### src/rtl/ysyx_2022040010_wb_retire.sv
// ysyx_2022040010_wb_retire: 2-entry in-order writeback/retire buffer with regfile bypass and halt draining.
module ysyx_2022040010_wb_retire #(
    parameter int XLEN = 64,
    parameter int AW   = 5,
    parameter int PCW  = 64
) (
    input  logic            clk,
    input  logic            rst,
    input  logic            in_valid,
    output logic            in_ready,
    input  logic [PCW-1:0]  in_pc,
    input  logic            in_rf_we,
    input  logic [AW-1:0]   in_rf_waddr,
    input  logic [XLEN-1:0] in_rf_wdata,
    input  logic            in_halt,
    output logic            commit_valid,
    input  logic            commit_ready,
    output logic [PCW-1:0]  commit_pc,
    output logic            rf_we,
    output logic [AW-1:0]   rf_waddr,
    output logic [XLEN-1:0] rf_wdata,
    input  logic [AW-1:0]   q_addr,
    output logic            q_hit,
    output logic [XLEN-1:0] q_data,
    output logic [63:0]     retire_cnt,
    output logic            halted
);
    typedef enum logic [1:0] {RUN, DRAIN, HALTED} state_t;
    state_t state;
    logic [PCW-1:0]  pc_m [2];
    logic            we_m [2];
    logic [AW-1:0]   wa_m [2];
    logic [XLEN-1:0] wd_m [2];
    logic            halt_m [2];
    logic            rd, wr, push, pop, hit0, hit1;
    logic [1:0]      count;
    assign in_ready     = count != 2'd2 && state == RUN;
    assign commit_valid = count != 2'd0 && state != HALTED;
    assign push         = in_valid && in_ready;
    assign pop          = commit_valid && commit_ready;
    assign halted       = state == HALTED;
    // Payload is never reset, so everything read from it is masked by occupancy.
    assign commit_pc = commit_valid ? pc_m[rd] : '0;
    assign rf_waddr  = count != 2'd0 ? wa_m[rd] : '0;
    assign rf_wdata  = count != 2'd0 ? wd_m[rd] : '0;
    assign rf_we     = pop && we_m[rd] && wa_m[rd] != '0;
    assign hit0      = count != 2'd0 && we_m[rd] && wa_m[rd] == q_addr;
    assign hit1      = count == 2'd2 && we_m[~rd] && wa_m[~rd] == q_addr;
    assign q_hit     = q_addr != '0 && (hit0 || hit1);
    assign q_data    = !q_hit ? '0 : hit1 ? wd_m[~rd] : wd_m[rd];
    always_ff @(posedge clk) begin
        if (push) begin
            pc_m[wr]   <= in_pc;
            we_m[wr]   <= in_rf_we;
            wa_m[wr]   <= in_rf_waddr;
            wd_m[wr]   <= in_rf_wdata;
            halt_m[wr] <= in_halt;
        end
    end
    always_ff @(posedge clk or posedge rst) begin
        if (rst) begin
            rd         <= 1'b0;
            wr         <= 1'b0;
            count      <= 2'd0;
            state      <= RUN;
            retire_cnt <= '0;
        end else begin
            rd    <= rd ^ pop;
            wr    <= wr ^ push;
            count <= count + {1'b0, push} - {1'b0, pop};
            if (pop) retire_cnt <= retire_cnt + 64'd1;
            if (state == RUN && push && in_halt) state <= DRAIN;
            else if (state == DRAIN && pop && halt_m[rd]) state <= HALTED;
        end
    end
endmodule

### config.mk
export PLATFORM = sky130hd
export DESIGN_NAME = ysyx_2022040010_wb_retire
export DESIGN_NICKNAME = d
export VERILOG_FILES = /design/src/rtl/ysyx_2022040010_wb_retire.sv
export SDC_FILE = /design/constraint.sdc
export NUM_CORES = 1
export LEC_CHECK = 0
export ABC_AREA = 0
export ABC_CLOCK_PERIOD_IN_PS = 6700
export BUFFER_PORTS_ARGS = -buffer_cell sky130_fd_sc_hd__buf_2
export CORE_AREA = 2 2 299 212
export DETAILED_ROUTE_END_ITERATION = 16
export DIE_AREA = 0 0 301 214
export HOLD_SLACK_MARGIN = 0.05
export PLACE_DENSITY = 0.54
export SLEW_MARGIN = 20
export SYNTH_ARGS = -nofsm -noshare
export SYNTH_HDL_FRONTEND = slang
export SYNTH_SLANG_ARGS = --single-unit
### constraint.sdc
create_clock -name clk -period 6.7 [get_ports clk]
set_input_delay 1.34 -clock clk [delete_from_list [all_inputs] [get_ports clk]]
set_output_delay 1.34 -clock clk [all_outputs]
set_load 0.01 [all_outputs]
== Word-level counts from Yosys, hierarchy flattened ==
Memory sizes are Yosys's and may differ from the RTL's.
Index checks and enable logic that the tools add are counted.
Word-level totals
  memories kept: 5
  bits in latches: 0
  ROM bits: 0
  flip-flop bits (word level): 70
  bits in writable memories: 270
Operators by class
  multipliers: 0
  shift operators: 0
  reduce and logical (&&, ||, !) cells: 21
  $lt $le $gt $ge: 0
  bitwise gates (word level): 3
  mux-type cells: 9
  divide/modulo/power cells: 0
  equal/unequal tests: 7
  add/sub/neg operators: 3
Memories
  pc_m: depth 2, width 64, read ports 1, clocked after Yosys merged registers in 0, wr ports 1, line 30  | logic [PCW-1:0] pc_m [2];
  wd_m: depth 2, width 64, read ports 2, clocked after Yosys merged registers in 0, wr ports 1, line 33  | logic [XLEN-1:0] wd_m [2];
  wa_m: depth 2, width 5, read ports 2, clocked after Yosys merged registers in 0, wr ports 1, line 32  | logic [AW-1:0] wa_m [2];
  halt_m: depth 2, width 1, read ports 1, clocked after Yosys merged registers in 0, wr ports 1, line 34  | logic halt_m [2];
  we_m: depth 2, width 1, read ports 2, clocked after Yosys merged registers in 0, wr ports 1, line 31  | logic we_m [2];
Operators with widths (count)
  $mux 64: 4
  $add 64x1->64 const B: 1
  $logic_and 1x1->1: 15
  $eq 5x5->1: 2
  $reduce_bool 5->1: 2
  $mux 5: 1
  $eq 2x2->1 const B: 2
  $mux 2: 2
  $ne 2x2->1 const B: 2
  $reduce_bool 2->1: 2
  $add 2x1->2: 1
  $eq 2x1->1 const B: 1
  $logic_not 2->1: 1
  $mux 1: 2
  $sub 2x1->2: 1
  $xor 1x1->1: 2
  $logic_or 1x1->1: 1
  $not 1->1: 1

== Longest topological paths before layout ==
  depth in word-level cells: 7
  mapped depth: 11
  gate-level depth less buffers: 10

== Worst setup path before layout ==
No wires, ideal clock.
  path type: input port to flip-flop
  start: in in_valid
  end: mem halt_m[1], enable pin
  path slack: 1.531 ns
  data arrival time: 4.658 ns
  library setup time: 0.511 ns
  path buffers: 0
  stages: 2
  path through: and2_1 -> ha_1
On the way
  longest elaborated chain between the ends: 3
Ends and longest elaborated chain
  start: declaration: line 9  | input logic in_valid,
  $logic_and 1x1->1: line 39  | assign push = in_valid && in_ready;
  $mux 1: line 52  | if (push) begin
  $mux 1 (implied by the code): line 57  | halt_m[wr] <= in_halt;
  end: declaration: line 34
No other way between the ends.

== Worst setup path in the final report ==
  start: reg rd
  end: out q_data[48]
On the way
  longest elaborated chain between the ends: 7
  elaborated cells between the ends (all ways): 14
Ends and longest elaborated chain
  start: declaration: line 35  | logic rd, wr, push, pop, hit0, hit1;
  start signal: assignment: line 68  | rd <= rd ^ pop;
  $not 1->1: line 48, 50
  $mem_v2 2x5 / $mem_v2 2x1 (equally long branches)
  $eq 5x5->1 / $logic_and 1x1->1 (equally long branches): line 48  | assign hit1 = count == 2'd2 && we_m[~rd] && wa_m[~rd] == q_addr;
  $logic_and 1x1->1: line 48
  $logic_or 1x1->1: line 49  | assign q_hit = q_addr != '0 && (hit0 || hit1);
  $logic_and 1x1->1: line 49
  $mux 64 (*): line 50  | assign q_data = !q_hit ? '0 : hit1 ? wd_m[~rd] : wd_m[rd];
  end: declaration: line 24  | output logic [XLEN-1:0] q_data,
Every way passes the cells marked *; elsewhere a longest branch is shown, timed or not.

==> results.tsv <==
metric	value	unit
fraction of registers with async set/reset	0.206	
final clock skew	20.7	ps
PwrDens	371	nW/um2
post-synthesis xor/xnor area fraction	0.0437	
Slowest cell on crit path	dfrtp_4	
root buffer cell	clkbuf_16	
peak supply drop	0.000207	V
final max-slew violation count	0	
register area share after synthesis	0.647	
post-synth cell types	38	
core footprint	61300	um2
antenna violations before repair	6	
DR vias	11100	
Top delay family on crit path	buffers and inverters	
adder-cell share of the synthesized area	0.00410	
violation count after the first detailed-route iteration	738	
Final setup viols	0	
syn_nets	1271	
Cell Rows	76	
DRC viols	0	
All-Layer GR Usage	0.129	
Post-CTS Setup Bufs	0	
htree depth	2	
Worst setup EP type	primary output	
vias per inst	4.72	
kind of critical path	reg2out	
FF+latch count, synth	340	
Ys Warns	0	
number of clock sinks	340	
Data required, critical path	5360	ps
Die Width	301	um
setup_tns	0	ps
largest net degree at the start of global routing	123	
Synth Area per Inst	13.6	um2
GP Congestion	0.843	
Arrival @ worst endpoint	4220	ps
CTS resizes	0	
Pre-antenna DRT Iters	5	
Tcrit/Tclk final	0.830	
total of max-cap violations	0	
status	complete, no violations	
RSZ-0062 raised after global routing	no	
simple logic cell fraction of the synthesized area	0.0808	
DRT antenna net count	0	
Avg WL per Cell	18.4	um
largest family of logic cells by synthesized area	compound AO/OA/AOI/OAI gates	
CP peak stage delay	590	ps
CP bufs+invs	3	
fin area	19300	um2
slew at the pin closest to its max-slew limit	992	ps
Die H	214	um
CP Max Fanout	122	
port buffer count	409	
initial core utilization	0.249	
CTS Buffer Depth	3	
Netlist Area Pre-Place	15200	um2
Min Hold Slack	478	ps
Synth Area in Compound Gates	0.103	
most common cell after layout, fill and taps aside	buf_2	
nature of the critical path startpoint	register	
Slew headroom	0.339	
crit path cell chain	buf_4 -> mux2i_1 -> xnor2_1 -> or3_1 -> a211oi_4 -> buf_12 -> a221oi_1 -> a211oi_1 -> buf_2	
HPWL after DPL	28800	um
vias in the first global route	11100	
Syn Inst Count	1122	
HP Class	reg2reg	
grt ovf	0	
share of layout cells above drive strength 1	0.321	
Area growth syn-to-layout	26.8	%
minimum clock period	5560	ps
register-to-register setup slack	3550	ps
IO Count	410	
mux cell area share after synthesis	0.0927	
count of flip-flops with a built-in enable after synthesis	270	
Layout Nets	1651	
LEAKAGE	7.85	nW
Final Hold Viols	0	
TritonCTS buffer count	37	
worst skew pair latency	540	ps
dpl cell area	18100	um2
TritonCTS clock tree	built	
Reg clk slew, reported paths	60	ps
Post-CTS Hold Buffers	0	
commonest non-fill, non-tap cells in the layout	buf_2 (409), edfxtp_1 (270), nor2_1 (153), mux2i_1 (140), dfrtp_1 (69)	
Die ar.	64400	um2
Synth Flop Type	edfxtp_1	
Peak Freq	0.180	GHz
final WL	43300	um
first-pass GRT wire length	65700	um
post-layout util	0.315	
-- kinds of logic after synthesis --
family	count (synthesis)
multiplexers	141
XOR/XNOR	76
flip-flops	340
buffers and inverters	95
AND/OR/NAND/NOR	267
AO/OA/AOI/OAI	198
adder cells (fa/ha/maj)	5
-- synth_stat cells, types with 3 or more instances --
cell type | count | area (um2)
xnor2_1 | 52 | 455
inv_1 | 9 | 33.8
and4_1 | 11 | 96.3
edfxtp_1 | 270 | 8110
mux2i_1 | 140 | 1400
nand2_1 | 23 | 86.3
a221oi_1 | 64 | 561
a211oi_1 | 64 | 480
nor2_1 | 155 | 582
nand4_1 | 18 | 113
and3_1 | 20 | 125
clkbuf_1 | 43 | 161
buf_1 | 5 | 18.8
nor3_1 | 3 | 15.0
nand3_1 | 21 | 105
ha_1 | 5 | 62.6
a22oi_1 | 64 | 480
xor2_1 | 24 | 210
dfrtp_1 | 70 | 1750
buf_2 | 20 | 100
buf_4 | 14 | 105
and2_1 | 5 | 31.3
-- power by group --
part	switching [W]	leakage, nW	internal (W)
sequential	0.0000891	3.36	0.00238
combinational	0.00164	3.92	0.00105
clock	0.000847	0.576	0.00117
-- path summary, 6_finish.rpt --
kind                                                  from                         end  depth (start not counted)
worst max-delay path                          rd$_DFF_PP0_                  q_data[48]                          9
worst min-delay path            retire_cnt[63]$_DFFE_PP0P_  retire_cnt[63]$_DFFE_PP0P_                          1
worst max register to register          count[1]$_DFF_PP0_  retire_cnt[51]$_DFFE_PP0P_                          7
worst min register to register  retire_cnt[63]$_DFFE_PP0P_  retire_cnt[63]$_DFFE_PP0P_                          1
max in group asynchronous                              rst                rd$_DFF_PP0_                          3
min in group asynchronous                              rst  retire_cnt[52]$_DFFE_PP0P_                          3
-- metal layers --
| metal | wire (um) | track usage |
|---|---|---|
| met1 | 19100 | 0.167 |
| met2 | 20400 | 0.210 |
| met3 | 2880 | 0.0365 |
| met4 | 872 | 0.0360 |
| met5 | 72 | 0 |
-- metrics by stage --
step / instances / total power, W / setup slack (ps)
3_3_place_gp: 2282 / 0.00521 / 1530
4_1_cts: 2350 / 0.00729 / 1070
5_1_grt: 2350 / 0.00757 / 894
2_1_floorplan: 1122 / 0.00415 / 1530
3_5_place_dp: 2282 / 0.00523 / 1450
6_report: 2352 / 0.00717 / 1140
-- flip-flops by register name, summed over array words and instances, names as in the netlist --
name        cells
rd              1
halt_m          2
wr              1
retire_cnt     64
wa_m           10
we_m            2
count           2
pc_m          128
wd_m          128
state           2
-- area by class of cell --
class                           count  area [um2]
Fill cell                        6224       42000
Clock inverter                     11        83.8
Antenna cell                        2        5.00
Clock buffer                       57        1090
Sequential cell                   340        9860
Timing Repair Buffer              425        2230
Inverter                           11        41.3
Tap cell                          819        1020
Multi-Input combinational cell    687        4990
No activity file was read; power rests on OpenSTA's default activity.
